`src/rtl/result_uart_tx.sv`:
```
// Serialises 32-bit result words over a UART TX line, LSB byte first, 8N1 frames.
// Define RESULT_TX_PARITY_EN to insert an even-parity bit per byte (8E1 framing).
module result_uart_tx #(
  parameter int unsigned CLKS_PER_BIT = 868,
  parameter int unsigned NUM_BYTES    = 4
) (
  input  logic        clk,
  input  logic        rst,
  input  logic        res_valid,
  input  logic [31:0] res_data,
  output logic        res_ready,
  output logic        tx,
  output logic        busy,
  output logic        done
);

  localparam int unsigned DATA_W = 32;
  localparam int unsigned BAUD_W = (CLKS_PER_BIT > 1) ? $clog2(CLKS_PER_BIT) : 1;
  localparam int unsigned BYTE_W = (NUM_BYTES > 1) ? $clog2(NUM_BYTES) : 1;
  localparam int unsigned BIT_W  = 3;

  typedef enum logic [2:0] {
    S_IDLE,
    S_START,
    S_DATA,
`ifdef RESULT_TX_PARITY_EN
    S_PARITY,
`endif
    S_STOP
  } state_t;

  state_t              r_state;
  state_t              w_state_n;
  logic [BAUD_W-1:0]   r_baud;
  logic [BAUD_W-1:0]   w_baud_n;
  logic [BIT_W-1:0]    r_bit;
  logic [BIT_W-1:0]    w_bit_n;
  logic [BYTE_W-1:0]   r_byte;
  logic [BYTE_W-1:0]   w_byte_n;
  logic [DATA_W-1:0]   r_shift;
  logic [DATA_W-1:0]   w_shift_n;
  logic                r_tx;
  logic                w_tx_n;
  logic                r_ready;
  logic                r_busy;
  logic                r_done;
  logic                w_done_n;
  logic                w_baud_end;
`ifdef RESULT_TX_PARITY_EN
  logic                r_parity;
  logic                w_parity_n;
`endif

  assign w_baud_end = (r_baud == BAUD_W'(CLKS_PER_BIT - 1));

  // State and datapath registers; tx idles high and is forced high by reset.
  always_ff @(posedge clk or posedge rst) begin
    if (rst) begin
      r_state  <= S_IDLE;
      r_baud   <= '0;
      r_bit    <= '0;
      r_byte   <= '0;
      r_shift  <= '0;
      r_tx     <= 1'b1;
      r_ready  <= 1'b1;
      r_busy   <= 1'b0;
      r_done   <= 1'b0;
`ifdef RESULT_TX_PARITY_EN
      r_parity <= 1'b0;
`endif
    end else begin
      r_state  <= w_state_n;
      r_baud   <= w_baud_n;
      r_bit    <= w_bit_n;
      r_byte   <= w_byte_n;
      r_shift  <= w_shift_n;
      r_tx     <= w_tx_n;
      r_ready  <= (w_state_n == S_IDLE);
      r_busy   <= (w_state_n != S_IDLE);
      r_done   <= w_done_n;
`ifdef RESULT_TX_PARITY_EN
      r_parity <= w_parity_n;
`endif
    end
  end

  // Next-state logic; tx is derived from the next state so it changes with the state.
  always_comb begin
    w_state_n  = r_state;
    w_baud_n   = r_baud;
    w_bit_n    = r_bit;
    w_byte_n   = r_byte;
    w_shift_n  = r_shift;
    w_done_n   = 1'b0;
    w_tx_n     = 1'b1;
`ifdef RESULT_TX_PARITY_EN
    w_parity_n = r_parity;
`endif

    if (r_state != S_IDLE) begin
      w_baud_n = w_baud_end ? '0 : r_baud + BAUD_W'(1);
    end

    unique case (r_state)
      S_IDLE: begin
        if (res_valid && r_ready) begin
          w_state_n  = S_START;
          w_shift_n  = res_data;
          w_baud_n   = '0;
          w_bit_n    = '0;
          w_byte_n   = '0;
`ifdef RESULT_TX_PARITY_EN
          w_parity_n = 1'b0;
`endif
        end
      end
      S_START: begin
        if (w_baud_end) begin
          w_state_n = S_DATA;
          w_bit_n   = '0;
        end
      end
      S_DATA: begin
        if (w_baud_end) begin
          w_shift_n  = {1'b0, r_shift[DATA_W-1:1]};
`ifdef RESULT_TX_PARITY_EN
          w_parity_n = r_parity ^ r_shift[0];
`endif
          if (r_bit == BIT_W'(7)) begin
`ifdef RESULT_TX_PARITY_EN
            w_state_n = S_PARITY;
`else
            w_state_n = S_STOP;
`endif
          end else begin
            w_bit_n = r_bit + BIT_W'(1);
          end
        end
      end
`ifdef RESULT_TX_PARITY_EN
      S_PARITY: begin
        if (w_baud_end) begin
          w_state_n = S_STOP;
        end
      end
`endif
      S_STOP: begin
        if (w_baud_end) begin
          if (r_byte == BYTE_W'(NUM_BYTES - 1)) begin
            w_state_n = S_IDLE;
            w_byte_n  = '0;
            w_done_n  = 1'b1;
          end else begin
            w_state_n  = S_START;
            w_byte_n   = r_byte + BYTE_W'(1);
            w_bit_n    = '0;
`ifdef RESULT_TX_PARITY_EN
            w_parity_n = 1'b0;
`endif
          end
        end
      end
      default: begin
        w_state_n = S_IDLE;
      end
    endcase

    unique case (w_state_n)
      S_START:  w_tx_n = 1'b0;
      S_DATA:   w_tx_n = w_shift_n[0];
`ifdef RESULT_TX_PARITY_EN
      S_PARITY: w_tx_n = w_parity_n;
`endif
      default:  w_tx_n = 1'b1;
    endcase
  end

  assign tx        = r_tx;
  assign res_ready = r_ready;
  assign busy      = r_busy;
  assign done      = r_done;

endmodule

```
`config.mk`:
```
export PLATFORM = sky130hd
export DESIGN_NAME = result_uart_tx
export DESIGN_NICKNAME = d
export VERILOG_FILES = /design/src/rtl/result_uart_tx.sv
export SDC_FILE = /design/constraint.sdc
export NUM_CORES = 1
export LEC_CHECK = 0
export ABC_AREA = 1
export CAP_MARGIN = 0
export CORE_MARGIN = 8
export CORE_UTILIZATION = 49
export DETAILED_ROUTE_END_ITERATION = 10
export PLACE_DENSITY = 0.76
export SLEW_MARGIN = 20
export SYNTH_ARGS = -nofsm -noshare
export SYNTH_HDL_FRONTEND = slang
export SYNTH_SLANG_ARGS = --single-unit
```
`constraint.sdc`:
```
create_clock -name clk -period 1.5 [get_ports clk]
set_input_delay 0.3 -clock clk [delete_from_list [all_inputs] [get_ports clk]]
set_output_delay 0.3 -clock clk [all_outputs]
set_load 0.05 [all_outputs]
```
# Word level (Yosys, flattened, before mapping)
# Cells that the tools add are included.
# Widths: inputs -> output; s select.
# word_totals
wordCells	67
input_bits	35
register_bits	54
# classes
n_eq_ne	14
n_addsub	3
mux	29
reduce_logical	11
# op_table
operator	n
$mux 32	2
$pmux 32 s2	1
$mux 10	4
$mux 3	11
$pmux 3 s4	2
$ne 2x2->1 const B	6
$add 10x1->10 const B	1
$eq 10x10->1 const B	1
$eq 3x2->1 const B	3
$reduce_and 7->1	1
$eq 3x1->1 const B	2
$logic_not 3->1	2
$mux 2	3
$reduce_and 3->1	2
$reduce_bool 3->1	2
$mux 1	4
$pmux 2 s2	1
$reduce_bool 2->1	2
$reduce_bool 4->1	1
$add 3x1->3 const B	1
$eq 3x3->1 const B	1
$add 2x1->2 const B	1
$eq 2x2->1 const B	1
$pmux 1 s2	1
$logic_and 1x1->1	1

# Longest topological paths before layout
# logic_depth
depth_word	6
depth_mapped	11

# Least setup slack after synthesis
# OpenSTA, ideal clock, no wires.
# synth_path
path_type	register -> register
from	register r_ready (netlist: res_ready)
to	register r_bit[0]
arrival_ns	1.370
path_slack_ns	0.007
required_ns	1.377
setup_time_ns	0.123
stages_incl_launch_ff	8
cell_sequence	dfstp_2 > nand2_1 > inv_1 > nor2_4 > nor3_2 > nand3_1 > nand2_1 > o21ai_1
# synth_via
elab_chain_len	3
# synth_lines
element	line_no	source
from (decl)	44	logic r_ready;
from (signal assigned)	78	r_ready <= (w_state_n == S_IDLE);
$logic_and 1x1->1	106	if (res_valid && r_ready) begin
$ne 2x2->1 (no source line)	n/a	
$reduce_and 7->1 (no source line)	n/a	
to (signal assigned)	74	r_bit <= w_bit_n;
to (decl)	36	logic [BIT_W-1:0] r_bit;
# No other way between the ends.
# A chain may end at the register's enable or synchronous reset.

# Final worst setup path
# layout_path
from	register r_baud[1]
to	register r_shift[5]
# layout_via
elab_chain_len	3
# layout_lines
element	line_no	source
from (decl)	34	logic [BAUD_W-1:0] r_baud;
from (signal assigned)	73	r_baud <= w_baud_n;
$eq 10x10->1	54	assign w_baud_end = (r_baud == BAUD_W'(CLKS_PER_BIT - 1));
$ne 2x2->1 (no source line)	n/a	
$reduce_and 3->1 (no source line)	n/a	
to (signal assigned)	76	r_shift <= w_shift_n;
to (decl)	40	logic [DATA_W-1:0] r_shift;
# No other way between the ends.

==> flow_summary.toml <==
[yosys]
ys_seq_area_share_pct = 50.7
synth_area_leaders = "dfrtp_1 49%, nand2_1 14%, a32oi_1 9.8%"
synthCells = 301
yosysUniqueCellTypes = 30
synth_seq_cells = 54
synth_top_area_share_pct = 48.7
post_synth_instance_area_um2 = 2670
yosysWarnings = 0
syn_area_per_cell_um2 = 8.87
yosys.area.top_type = "dfrtp_1"
syn_nets = 340

[power_and_ir_drop]
p_sw_w = 0.00114
clkPwrFrac_pct = 22.6
pwr-share-seq_pct = 50.4
power.internal_w = 0.00248
power_w = 0.00362
irDropWorstVdd_uv = 646
swShare_pct = 31.5
pwr_density_cell_nw_per_um2 = 962
power_frac_comb_pct = 27.0
leakagePower_nw = 1.78

[sta]
min_period_ps = 1500
post-route-period-util_pct = 99.7
rsz0062_at_grt = "yes"
skew_ps = 12.4
clock.fmax_mhz = 669
setup_tns_ps = 0
maxSlewViolCount = 0
setup-violations-final = 0
finalHoldViolCount = 0

[clocking]
cts-htree-levels = 2
cts_buffer_depth = 2
insertion_delay_ps = 320
cts_sinks = 54
clk_pin_slew_ps = 100
root_buffer = "clkbuf_8"
cts_tree = "done"
cts_buffers = 5

[setup_path]
critical_path_class = "flop to flop"
cp-end-kind = "flop"
critPathArrivalTime_ps = 1700
cp_max_fo = 12
worst_setup_path_start_kind = "flop"
cp_data_required_time_ps = 1700

[final_layout]
antenna_cells = 0
drive_gt1_share_pct = 30.9
mostFrequentLayoutCells = "91 x nand2_1, 51 x dfrtp_1, 34 x clkdlybuf4s50_1, 33 x buf_4, 24 x a32oi_1"
n_fill_cell = 406
layout_commonest_cell = "nand2_1"
fin_nets = 413
area_growth_pct = 41.0

[route]
wl_per_cell_um = 15.0
drt-pass1-iter-count = 4
dr_total_vias = 2353
vias_per_cell = 5.26
drc = 0
drtIter0Drc = 175
wl_um = 6690
antenna_left = 0

[floorplan]
dieWidth_um = 89.8
std_cell_rows = 27
die_y_um = 89.8
num_io_pins = 39
die_area_um2 = 8070
initial_core_util_pct = 49.7
core_um2 = 5370

[grt]
gr-usage-met3_pct = 4.16
grt.overflow.total = 0
grt_pass1_wl_um = 10900
grt_antenna_before_repair = 0
grt_max_degree = 33
grt_usage_pct = 16.2
busiest_layer = "met2"
use_met2_pct = 26.8
use_met1_pct = 20.0
grt_pass1_vias = 2385

[hold_path]
hold_path_class = "input port to asynchronous set/reset pin"

[placed_design]
place_hpwl_um = 4700
port_buffers = 38
place.gp.congestion = 0.849

[status]
status = "complete, no violations"

[flow_run]
max-cap-violations = 0
==> synthesized netlist by cell type (all sizes together) <==
| library cell | count |
|---|---|
| nand2 | 101 |
| dfrtp | 52 |
| a32oi | 30 |
| inv | 28 |
| nor2 | 26 |
| nand3 | 16 |
| buf | 9 |
| o21ai | 9 |
| a21oi | 4 |
| ha | 4 |
| nand4 | 4 |
| xor2 | 4 |
| clkbuf | 3 |
| nor3 | 3 |
| dfstp | 2 |
| a22o | 1 |
| conb | 1 |
| nor3b | 1 |
| o31ai | 1 |
| o32ai | 1 |
| or2 | 1 |
==> routing by layer <==
| layer | vias up | share of wire, % | wire, um |
|---|---|---|---|
| met1 | 1144 | 45 | 3030 |
| li1 | 1158 | - | - |
| met5 | - | 0 | 0 |
| met3 | 6 | 4.0 | 269 |
| met2 | 45 | 50 | 3330 |
| met4 | 0 | 1.1 | 72 |
==> timing repair <==
item                       4_1_cts  5_1_grt
hold endpoints to repair         0        0
gates cloned                     0        0
hold buffers                     0        0
resized for setup               20       32
setup buffers                    2        3
setup endpoints to repair       44       44
pin swaps                       12       13
==> logic make-up after synthesis <==
group	count (synthesis)	share of synthesized area (%)
compound gates	46	13.2
xor+xnor	4	1.31
fa+ha+maj	4	1.87
buf+inv	40	6.74
flops	54	50.7
other cells	1	0.140
simple gates	152	26.0
==> registers in the layout, indices dropped and copies added, names as in the netlist <==
name	count
r_byte	2
r_bit	3
r_state	3
r_baud	10
done	1
tx	1
r_shift	32
res_ready	1
busy	1
==> power by group through the flow <==
stage | registers [W] | logic [W] | clock network, W
floorplan | 0.00185 | 0.000424 | 0
global placement | 0.00183 | 0.000843 | 0
detailed placement | 0.00184 | 0.000873 | 0
CTS | 0.00181 | 0.000922 | 0.000833
global route | 0.00185 | 0.00107 | 0.000890
finish | 0.00183 | 0.000978 | 0.000818
==> path summary, 6_finish.rpt <==
path | start | cells past startpoint | to | slack (ps)
max | r_baud[1]$_DFF_PP0_ | 7 | r_shift[5]$_DFFE_PP0P_ | 5
min | rst | 2 | r_bit[2]$_DFFE_PP0P_ | 270
max reg2reg | r_baud[1]$_DFF_PP0_ | 7 | r_shift[5]$_DFFE_PP0P_ | 5
min reg2reg | r_shift[20]$_DFFE_PP0P_ | 2 | r_shift[20]$_DFFE_PP0P_ | 490
max in group asynchronous | rst | 3 | r_state[2]$_DFF_PP0_ | 790
min in group clk | r_shift[20]$_DFFE_PP0P_ | 2 | r_shift[20]$_DFFE_PP0P_ | 490
==> worst max-delay path, cell delays in order, from the launching register on <==
cell and delay [ps]:
dfrtp_1 420, ha_4 180, buf_6 120, nand3_4 90, nor2_4 60, buf_4 180, a32oi_1 230, nand2_1 100
==> final cells by class <==
type                            count  area (um^2)  area share [%]
Clock buffer                        5         68.8            1.83
Tap cell                           72         90.1            2.39
Sequential cell                    54         1360            36.0
Multi-Input combinational cell    207         1340            35.6
Timing Repair Buffer               78          782            20.8
Inverter                           28          109            2.89
Clock inverter                      3         21.3           0.565
==> metrics by stage <==
stage	utilization, %	std cells	area [um^2]	setup slack (ps)	hold WS [ps]
floorplan	-	301	2680	7.11	367
global placement	63.7	434	3420	-150	462
detailed placement	63.7	434	3420	-209	466
CTS	67.1	444	3610	-4.56	280
global route	70.1	447	3770	-88.0	292
finish	70.1	447	3770	4.63	274
Note: power is estimated with default switching activity, not from simulation.
